==> config.mk <==
export PLATFORM = sky130hd
export DESIGN_NAME = stopwatch_lap_timer
export DESIGN_NICKNAME = d
export VERILOG_FILES = /design/src/rtl/stopwatch_pkg.sv /design/src/rtl/stopwatch_lap_timer_bcd_time_counter.sv /design/src/rtl/stopwatch_lap_timer.sv
export SDC_FILE = /design/constraint.sdc
export NUM_CORES = 1
export LEC_CHECK = 0
export CORE_MARGIN = 5
export CORE_UTILIZATION = 45
export CTS_BUF_LIST = sky130_fd_sc_hd__clkbuf_2 sky130_fd_sc_hd__clkbuf_4 sky130_fd_sc_hd__clkbuf_8
export CTS_CLUSTER_SIZE = 16
export DETAILED_ROUTE_END_ITERATION = 10
export GPL_TIMING_DRIVEN = 0
export PLACE_DENSITY = 0.65
export SYNTH_ARGS = -nofsm -noshare
export SYNTH_HDL_FRONTEND = slang
export SYNTH_SLANG_ARGS = --single-unit
==> constraint.sdc <==
create_clock -name clk -period 4.05 [get_ports clk]
set_input_delay 0.405 -clock clk [delete_from_list [all_inputs] [get_ports clk]]
set_output_delay 0.405 -clock clk [all_outputs]
set_load 0.01 [all_outputs]
==> src/rtl/stopwatch_pkg.sv <==
// stopwatch_pkg: shared types, digit limits and helper functions for the
// stopwatch/lap timer core.
//   state_t      : top-level FSM states
//   bcd_t        : one 4-bit BCD digit
//   bcd_time_t   : packed {Ht,Ho,Mt,Mo,St,So}
//   digit_step   : one-digit increment/decrement with carry/borrow out
//   preset_valid : range check of a BCD preset against the hour modulus
package stopwatch_pkg;

  typedef enum logic [1:0] {
    IDLE    = 2'd0,
    RUN     = 2'd1,
    EXPIRED = 2'd2
  } state_t;

  typedef logic [3:0]  bcd_t;
  typedef logic [23:0] bcd_time_t;

  localparam bcd_t      DIG_MAX9  = 4'd9;
  localparam bcd_t      DIG_MAX5  = 4'd5;
  localparam bcd_time_t TIME_ZERO = 24'h000000;
  localparam bcd_time_t TIME_ONE  = 24'h000001;

  // Returns {carry_or_borrow, next_digit}. Up: lim wraps to 0 with carry.
  // Down: 0 wraps to lim with borrow.
  function automatic logic [4:0] digit_step(bcd_t d, bcd_t lim, logic down);
    logic wrap_d;
    bcd_t nxt;
    if (down) begin
      wrap_d = (d == 4'd0);
      nxt    = wrap_d ? lim : (d - 4'd1);
    end else begin
      wrap_d = (d == lim);
      nxt    = wrap_d ? 4'd0 : (d + 4'd1);
    end
    return {wrap_d, nxt};
  endfunction

  // A preset is usable when every digit is decimal, tens of minutes and
  // seconds are 0..5, and the two hour digits form a value below hour_mod.
  function automatic logic preset_valid(bcd_time_t t, int hour_mod);
    int hours;
    hours = int'(t[23:20]) * 32'sd10 + int'(t[19:16]);
    return (t[23:20] <= DIG_MAX9) && (t[19:16] <= DIG_MAX9) &&
           (t[15:12] <= DIG_MAX5) && (t[11:8]  <= DIG_MAX9) &&
           (t[7:4]   <= DIG_MAX5) && (t[3:0]   <= DIG_MAX9) &&
           (hours < hour_mod);
  endfunction

endpackage

==> src/rtl/stopwatch_lap_timer_bcd_time_counter.sv <==
// bcd_time_counter: HH:MM:SS BCD counter with carry/borrow chain.
//   clk, rst      : clock, asynchronous active-high reset
//   tick          : advance one second in direction dir (0 up, 1 down)
//   load/load_val : synchronous load of a (pre-validated) BCD time
//   count         : current BCD time
//   at_zero       : count is 00:00:00
//   at_max        : count is (HOUR_MOD-1):59:59
module bcd_time_counter
  import stopwatch_pkg::*;
#(
  parameter int HOUR_MOD = 24
) (
  input  logic      clk,
  input  logic      rst,
  input  logic      tick,
  input  logic      dir,
  input  logic      load,
  input  bcd_time_t load_val,
  output bcd_time_t count,
  output logic      at_zero,
  output logic      at_max
);

  localparam bcd_t      HT_MAX   = bcd_t'((HOUR_MOD - 1) / 10);
  localparam bcd_t      HO_MAX   = bcd_t'((HOUR_MOD - 1) % 10);
  localparam bcd_time_t TIME_MAX = {HT_MAX, HO_MAX, 4'd5, 4'd9, 4'd5, 4'd9};

  bcd_time_t  count_r;
  bcd_time_t  next_s;
  logic [4:0] so_s, st_s, mo_s, mt_s;
  logic       c1_s, c2_s, c3_s, c4_s;
  logic [7:0] hr_up_s, hr_dn_s;

  // Next-value carry/borrow chain; hours wrap at HOUR_MOD rather than 99.
  always_comb begin
    next_s  = count_r;
    so_s    = digit_step(count_r[3:0],   DIG_MAX9, dir);
    st_s    = digit_step(count_r[7:4],   DIG_MAX5, dir);
    mo_s    = digit_step(count_r[11:8],  DIG_MAX9, dir);
    mt_s    = digit_step(count_r[15:12], DIG_MAX5, dir);
    c1_s    = so_s[4];
    c2_s    = c1_s & st_s[4];
    c3_s    = c2_s & mo_s[4];
    c4_s    = c3_s & mt_s[4];
    hr_up_s = (count_r[23:16] == {HT_MAX, HO_MAX}) ? 8'h00 :
              (count_r[19:16] == DIG_MAX9) ? {count_r[23:20] + 4'd1, 4'd0} :
              {count_r[23:20], count_r[19:16] + 4'd1};
    hr_dn_s = (count_r[23:16] == 8'h00) ? {HT_MAX, HO_MAX} :
              (count_r[19:16] == 4'd0) ? {count_r[23:20] - 4'd1, DIG_MAX9} :
              {count_r[23:20], count_r[19:16] - 4'd1};
    next_s[3:0]   = so_s[3:0];
    next_s[7:4]   = c1_s ? st_s[3:0] : count_r[7:4];
    next_s[11:8]  = c2_s ? mo_s[3:0] : count_r[11:8];
    next_s[15:12] = c3_s ? mt_s[3:0] : count_r[15:12];
    next_s[23:16] = c4_s ? (dir ? hr_dn_s : hr_up_s) : count_r[23:16];
  end

  // Count register: load has priority; tick advances; otherwise hold.
  always_ff @(posedge clk or posedge rst) begin
    if (rst) begin
      count_r <= TIME_ZERO;
    end else if (load) begin
      count_r <= load_val;
    end else if (tick) begin
      count_r <= next_s;
    end else begin
      count_r <= count_r;
    end
  end

  assign count   = count_r;
  assign at_zero = (count_r == TIME_ZERO);
  assign at_max  = (count_r == TIME_MAX);

endmodule

==> src/rtl/stopwatch_lap_timer.sv <==
// stopwatch_lap_timer: BCD HH:MM:SS stopwatch / countdown with lap freeze.
//   clk, clr   : clock, asynchronous active-high clear
//   go, stop   : start (level) / stop counting
//   lap        : pulse; capture+freeze in RUN, release otherwise
//   mode_down  : direction, latched when counting starts
//   load/preset: pulse + BCD value to load in IDLE or EXPIRED
//   digits     : registered display value (lap value while frozen)
//   running    : in RUN;  lap_frozen : display shows the lap value
//   wrap       : pulse on up-count rollover; expired : pulse on reaching 0
//   load_err   : pulse when a load is rejected as out of range
module stopwatch_lap_timer
  import stopwatch_pkg::*;
#(
  parameter int TICK_DIV = 50_000_000,
  parameter int HOUR_MOD = 24
) (
  input  logic        clk,
  input  logic        clr,
  input  logic        go,
  input  logic        stop,
  input  logic        lap,
  input  logic        mode_down,
  input  logic        load,
  input  logic [23:0] preset,
  output logic [23:0] digits,
  output logic        running,
  output logic        lap_frozen,
  output logic        wrap,
  output logic        expired,
  output logic        load_err
);

  localparam int                 PRESC_W    = $clog2(TICK_DIV);
  localparam logic [PRESC_W-1:0] PRESC_LAST = PRESC_W'(TICK_DIV - 1);

  state_t             state_r, next_state_s;
  logic [PRESC_W-1:0] presc_r;
  logic               dir_r;
  bcd_time_t          lap_r, count_s, digits_r;
  logic               lap_frozen_r, running_r, wrap_r, expired_r, load_err_r;
  logic               tick_s, start_s, load_ok_s, load_bad_s, expire_s, wrap_s;
  logic               at_zero_s, at_max_s, preset_ok_s;

  assign preset_ok_s = preset_valid(preset, HOUR_MOD);
  assign tick_s      = (state_r == RUN) && (presc_r == PRESC_LAST);
  assign wrap_s      = tick_s && !dir_r && at_max_s;

  // Next-state and control strobes; load beats go in IDLE, expiry beats stop.
  always_comb begin
    next_state_s = state_r;
    start_s      = 1'b0;
    load_ok_s    = 1'b0;
    load_bad_s   = 1'b0;
    expire_s     = 1'b0;
    case (state_r)
      IDLE: begin
        if (load) begin
          load_ok_s  = preset_ok_s;
          load_bad_s = !preset_ok_s;
        end else if (go && !stop && !(mode_down && at_zero_s)) begin
          next_state_s = RUN;
          start_s      = 1'b1;
        end else begin
          next_state_s = IDLE;
        end
      end
      RUN: begin
        if (tick_s && dir_r && (count_s == TIME_ONE)) begin
          next_state_s = EXPIRED;
          expire_s     = 1'b1;
        end else if (stop) begin
          next_state_s = IDLE;
        end else begin
          next_state_s = RUN;
        end
      end
      EXPIRED: begin
        if (load) begin
          load_ok_s    = preset_ok_s;
          load_bad_s   = !preset_ok_s;
          next_state_s = preset_ok_s ? IDLE : EXPIRED;
        end else begin
          next_state_s = EXPIRED;
        end
      end
      default: begin
        next_state_s = IDLE;
      end
    endcase
  end

  // State, prescaler, direction, lap capture and registered outputs.
  always_ff @(posedge clk or posedge clr) begin
    if (clr) begin
      state_r      <= IDLE;
      presc_r      <= '0;
      dir_r        <= 1'b0;
      lap_r        <= TIME_ZERO;
      lap_frozen_r <= 1'b0;
      digits_r     <= TIME_ZERO;
      running_r    <= 1'b0;
      wrap_r       <= 1'b0;
      expired_r    <= 1'b0;
      load_err_r   <= 1'b0;
    end else begin
      state_r <= next_state_s;
      if (start_s || load_ok_s) begin
        presc_r <= '0;
      end else if (state_r == RUN) begin
        presc_r <= tick_s ? '0 : presc_r + PRESC_W'(1);
      end else begin
        presc_r <= presc_r;
      end
      dir_r <= start_s ? mode_down : dir_r;
      // Capture uses the pre-tick count because count_s is the old register value.
      if ((state_r == RUN) && lap) begin
        lap_r        <= count_s;
        lap_frozen_r <= 1'b1;
      end else if ((state_r != RUN) && (lap || load_ok_s)) begin
        lap_r        <= lap_r;
        lap_frozen_r <= 1'b0;
      end else begin
        lap_r        <= lap_r;
        lap_frozen_r <= lap_frozen_r;
      end
      digits_r   <= lap_frozen_r ? lap_r : count_s;
      running_r  <= (next_state_s == RUN);
      wrap_r     <= wrap_s;
      expired_r  <= expire_s;
      load_err_r <= load_bad_s;
    end
  end

  bcd_time_counter #(
    .HOUR_MOD (HOUR_MOD)
  ) u_counter (
    .clk      (clk),
    .rst      (clr),
    .tick     (tick_s),
    .dir      (dir_r),
    .load     (load_ok_s),
    .load_val (preset),
    .count    (count_s),
    .at_zero  (at_zero_s),
    .at_max   (at_max_s)
  );

  assign digits     = digits_r;
  assign running    = running_r;
  assign lap_frozen = lap_frozen_r;
  assign wrap       = wrap_r;
  assign expired    = expired_r;
  assign load_err   = load_err_r;

endmodule
==> results.yml, run 1 <==
final_layout:
  layout.cells.most_common: "dfrtp_1"
  num-fill-cells: 1217
  diodes: 0
  nets: 757
  fin_util_pct: 53.9
  post_route_cells_drive_above_1_share_pct: 10.5
  post-route-cell-area_um2: 7110
  final_cell_count_no_fill: 893
  areaGrowthSynthToFinish_pct: 17.6
  mostFrequentLayoutCells: "106 x dfrtp_1, 68 x nand2_1, 63 x o21ai_0, 59 x clkdlybuf4s50_1, 41 x a21oi_1"
sta:
  fmax_achieved_mhz: 261
  final.setup.tns_ps: 0
  rsz0062_at_grt: "false"
  finalSetupViolCount: 0
  min_period_ps: 3830
  timing_worst_slew_pin_value_ps: 904
  final.setup.worst_slack_ps: 216
  maxSlewHeadroom_pct: 38.9
  layout_worst_path_cycle_share_pct: 94.7
  slew_viol_final: 0
  clock_skew_ps: 13.0
  final-hold-violation-count: 0
clock_tree:
  holdBufCountCts: 0
  cts.clk_slew.worst_paths_ps: 110
  clock_tree.htree_level_count: 3
  tritoncts_buffer_count: 9
  cts_tree: "built"
  ctsLongestPathBuffers: 2
  post_cts_gate_resize_count: 0
  clk_latency_ps: 390
  postCtsSetupBuffers: 0
  cts_root_buf: "clkbuf_8"
  clock-sinks: 106
outcome:
  status: "finished, final reports clean"
job:
  cap_violations: 0
global_route:
  grt_max_degree: 57
  antenna_found_initial: 0
  first_pass_grt_wire_length_mm: 26.6
  grt_util_all_layers_pct: 20.6
  vias_in_the_first_global_route: 5165
  globalRoute.totalOverflow: 0
logic_synthesis:
  ys_async_rst_share_pct: 100
  synth.net_count: 686
  syn-cell-area_um2: 6040
  synthDistinctLibCells: 71
  netlist_instances: 641
  seq_total_area_yosys_pct: 43.9
  ys_ff_latch: 106
  syn_area_per_cell_um2: 9.43
  main_synth_ff_type: "dfrtp_1"
  yosys_warnings: 0
  synth-edff-count: 0
placement:
  pre_cts_ws_ps: -166
  port_buffers: 59
  placed_area_um2: 6880
  dp_cells: 877
  detailedPlacementHpwl_mm: 11.9
  finalWeightedCongestion: 0.941
power_and_ir_drop:
  power.density_nw_per_um2: 356
  power.static_leakage_uw: 0.00273
  worst_ir_drop_vdd_mv: 0.151
floorplanning:
  dieArea_um2: 15800
  std_cell_rows: 42
  design.core.area_um2: 13200
  initial_core_util_pct: 45.8
  top_level_ports: 60
  chipWidth_um: 126
  die_height_um: 126
routing:
  initialDrtViolationCount: 298
  wl_per_cell_um: 18.0
  route.final.wire_length_mm: 16.1
  drc: 0
  vias: 5236
  detail_route.vias_per_cell: 5.86
  antenna_left: 0
  drt_pass1_iterations: 5
worst_setup_path:
  worst-endpoint-arrival_ps: 4150
  crit_path_start_kind: "primary input"
  cp_max_fo: 10
  crit_path_end_kind: "register"
  critical_path_class: "primary input to register"
  worst_ep_required_time_ps: 4370
min_path:
  hold_path_class: "primary input to async pin"
-- routing by layer --
layer	vias up	global-route usage [%]	routed length, um
li1	2482	-	-
met2	152	33.9	7700
met1	2577	27.6	7190
met4	0	6.25	301
met3	25	4.28	900
met5	-	0	0
-- worst max-delay path: stages --
cell,delay (ps)
clkdlybuf4s50_1,590
ha_1,280
ha_1,230
fa_1,430
nor3_1,170
nand3_1,150
a2111oi_4,600
and2_0,200
clkbuf_1,270
buf_2,310
buf_2,320
nand2_1,120
o21ai_0,80
-- layout make-up --
class	count	area (um^2)	share of cell area, %
buffer	40	170	2.39
tap	176	220	3.10
multi-input combinational	479	3160	44.5
clock buffer	9	124	1.74
inverter	16	62.6	0.880
sequential	106	2650	37.3
clock inverter	7	100	1.41
timing repair buffer	60	618	8.70
-- state kept, by name (all words and copies together) (netlist names) --
name,count
presc_r,26
digits,24
lap_r,24
u_counter.count,24
state_r,2
dir_r,1
expired,1
lap_frozen,1
load_err,1
running,1
wrap,1
-- through the flow --
stage	total power, uW	hold slack, ps
finish	2530	467
global route	2670	515
CTS	2550	488
detailed placement	1800	467
global placement	1790	464
floorplan	1590	448
-- path summary, 6_finish.rpt --
check,start,depth (start not counted),slack (ps),endpoint
max reg2reg,u_counter.count[20],9,1010,presc_r[5]
min reg2reg,lap_r[17],2,490,digits[17]
min,clr,2,470,presc_r[13]
min in group clk,lap_r[17],2,490,digits[17]
max,preset[23],13,220,u_counter.count[17]
max in group asynchronous,clr,3,2890,lap_r[11]
-- where the power goes --
group | leakage, uW | total [uW] | internal [uW] | switching (uW)
clock | 0.000102 | 745 | 352 | 392
sequential | 0.00123 | 1220 | 1160 | 62.7
combinational | 0.00140 | 568 | 244 | 324
total | 0.00273 | 2530 | 1750 | 779
-- cells in the mapped netlist, types with 3 or more instances --
library cell,n,area (um^2)
and2_1,5,31.3
nor2b_1,7,43.8
and3_1,11,68.8
inv_1,15,56.3
buf_2,7,35.0
a21oi_1,41,205
xor2_1,4,35.0
nor3b_1,6,45.0
nand3_1,26,130
a211oi_1,3,22.5
nor4bb_1,4,40.0
buf_1,3,11.3
a31oi_1,10,62.6
or3_1,17,106
clkbuf_1,28,105
nand4_1,14,87.6
o211ai_1,3,22.5
ha_1,13,163
nor2_1,34,128
mux2i_1,8,80.1
mux2_2,35,394
xnor2_1,9,78.8
dfrtp_1,106,2650
o21ai_0,63,315
o31ai_1,9,67.6
or4_1,6,45.0
and4_1,6,52.6
nand2b_1,8,50.1
nor4_1,8,50.1
nor3_1,10,50.1
nand2_1,68,255
-- logic make-up after synthesis --
group / synth area share, %
fa+ha+maj: 3.02
mux: 7.85
simple gates: 22.8
compound gates: 16.8
xor+xnor: 1.88
buf+inv: 3.81
flops: 43.9
(Power assumes the default switching activity.)
==> run 2: changes to the inputs <==
Settings changed: CORE_ASPECT_RATIO from default to 0.75.
==> run 2 against run 1 <==
Clock power shrank 14%. Worst hold slack worse by 12 ps. Clock skew down 4.5 ps. Combinational power hardly changed. Final cell count shrank 0.56%. Largest power group unchanged. Total power down 4.0%. Largest cell class unchanged. Non-clock buffer count is the same. Routed wire length is 1.8% higher.
==> results.yml, run 2 (synthesized netlist as in run 1, its figures left out) <==
outcome:
  status: "finished, final reports clean"
clock_tree:
  postCtsSetupBuffers: 0
  holdBufCountCts: 0
  cts.clk_slew.worst_paths_ps: 100
  cts_tree: "built"
  ctsLongestPathBuffers: 2
  tritoncts_buffer_count: 9
  clk_latency_ps: 390
  clock-sinks: 106
  post_cts_gate_resize_count: 0
  clock_tree.htree_level_count: 3
  cts_root_buf: "clkbuf_8"
global_route:
  grt_max_degree: 58
  grt_util_all_layers_pct: 22.0
  vias_in_the_first_global_route: 5055
  globalRoute.totalOverflow: 0
  first_pass_grt_wire_length_mm: 27.0
  antenna_found_initial: 0
final_layout:
  nets: 757
  mostFrequentLayoutCells: "106 x dfrtp_1, 68 x nand2_1, 63 x o21ai_0, 59 x clkdlybuf4s50_1, 41 x a21oi_1"
  post-route-cell-area_um2: 7070
  post_route_cells_drive_above_1_share_pct: 10.5
  num-fill-cells: 1197
  top_reg_by_flops: "presc_r"
  final_cell_count_no_fill: 888
  areaGrowthSynthToFinish_pct: 17.0
  layout.cells.most_common: "dfrtp_1"
  diodes: 0
  largest_register_ffs: 26
sta:
  timing_worst_slew_pin_value_ps: 890
  rsz0062_at_grt: "false"
  final-hold-violation-count: 0
  min_period_ps: 3730
  fmax_achieved_mhz: 268
  slew_viol_final: 0
  maxSlewHeadroom_pct: 39.9
  clock_skew_ps: 8.43
  layout_worst_path_cycle_share_pct: 92.1
  finalSetupViolCount: 0
floorplanning:
  die_height_um: 110
  chipWidth_um: 144
  initial_core_util_pct: 46.3
  design.core.area_um2: 13100
  dieArea_um2: 15900
  std_cell_rows: 36
  top_level_ports: 60
min_path:
  hold_path_class: "primary input to async pin"
worst_setup_path:
  cells_along_the_critical_path: "clkdlybuf4s50_1 -> ha_1 -> ha_1 -> fa_1 -> nor3_1 -> nand3_1 -> a2111oi_4 -> and2_0 -> clkbuf_1 -> clkbuf_1 -> o21ai_0"
  crit_path_end_kind: "register"
  timing.rr.start: "u_counter.count[20]"
  crit_path_start_kind: "primary input"
  regToRegEndpoint: "presc_r[14]"
  worst_path_largest_cell_delay_ps: 590
  critical_path_class: "primary input to register"
  worst-r2r-cell-count: 9
  worst_path_max_delay_cell: "a2111oi_4"
  cp_max_fo: 10
  worst-endpoint-arrival_ps: 3970
  reg2reg_slack_ps: 930
  worst_ep_required_time_ps: 4290
placement:
  detailedPlacementHpwl_mm: 12.1
  placed_area_um2: 6880
  dp_cells: 872
  port_buffers: 59
  finalWeightedCongestion: 0.941
routing:
  wl_per_cell_um: 18.4
  route.final.wire_length_mm: 16.4
  initialDrtViolationCount: 636
  antenna_left: 0
  detail_route.vias_per_cell: 5.96
  vias: 5294
  drt_pass1_iterations: 5
  drc: 0
power_and_ir_drop:
  power.density_nw_per_um2: 344
  worst_ir_drop_vdd_mv: 0.241
  power.static_leakage_uw: 0.00272
job:
  cap_violations: 0
==> run 2: layer usage <==
| metal | vias up | share of wire (%) | GRT usage, % |
|---|---|---|---|
| met5 | - | 0 | 0 |
| met4 | 0 | 1.2 | 5.91 |
| met3 | 15 | 8.4 | 4.83 |
| met2 | 218 | 40 | 30.8 |
| met1 | 2581 | 50 | 34.0 |
| li1 | 2480 | - | - |
==> run 2: worst max-delay path, delay by kind of cell <==
kind                     cells  cell delay (ps)
buffers and inverters        3             1350
AND/OR/NAND/NOR              3              490
adder cells (fa/ha/maj)      3              910
AO/OA/AOI/OAI                2              810
==> run 2: final cells by class <==
| type | count | area (um^2) | area share, % |
|---|---|---|---|
| multi-input combinational | 479 | 3160 | 44.7 |
| sequential | 106 | 2650 | 37.5 |
| timing repair buffer | 60 | 618 | 8.74 |
| tap | 171 | 214 | 3.02 |
| clock buffer | 13 | 173 | 2.44 |
| buffer | 40 | 170 | 2.41 |
| inverter | 16 | 62.6 | 0.884 |
| clock inverter | 3 | 22.5 | 0.318 |
==> run 2: worst max path at each step <==
stage               start             endpoint  slack (ps)  cells after the start
3_5_place_dp   preset[23]  u_counter.count[16]        -100                     11
2_1_floorplan         clr            digits[0]         860                      1
5_1_grt        preset[23]  u_counter.count[16]          50                     11
3_3_place_gp          clr           digits[14]        -850                      2
6_report       preset[23]  u_counter.count[16]         320                     11
4_1_cts        preset[23]  u_counter.count[16]         320                     11
==> run 2: report_power, final <==
| group | total [uW] | internal, uW | switching (uW) |
|---|---|---|---|
| Sequential | 1220 | 1160 | 62.3 |
| Clock | 643 | 281 | 362 |
| Combinational | 569 | 243 | 326 |
==> run 2: stage by stage <==
step | setup slack [ps] | setup TNS, ps | hold WS (ps) | power [uW] | util (%)
after floorplan | 856 | 0 | 448 | 1590 | -
after global placement | -854 | -90160 | 463 | 1780 | 52.4
after detailed placement | -97.1 | -451 | 472 | 1800 | 52.7
after CTS | 323 | 0 | 474 | 2460 | 54.1
after global routing | 53.6 | 0 | 520 | 2580 | 54.1
final | 319 | 0 | 454 | 2430 | 54.1
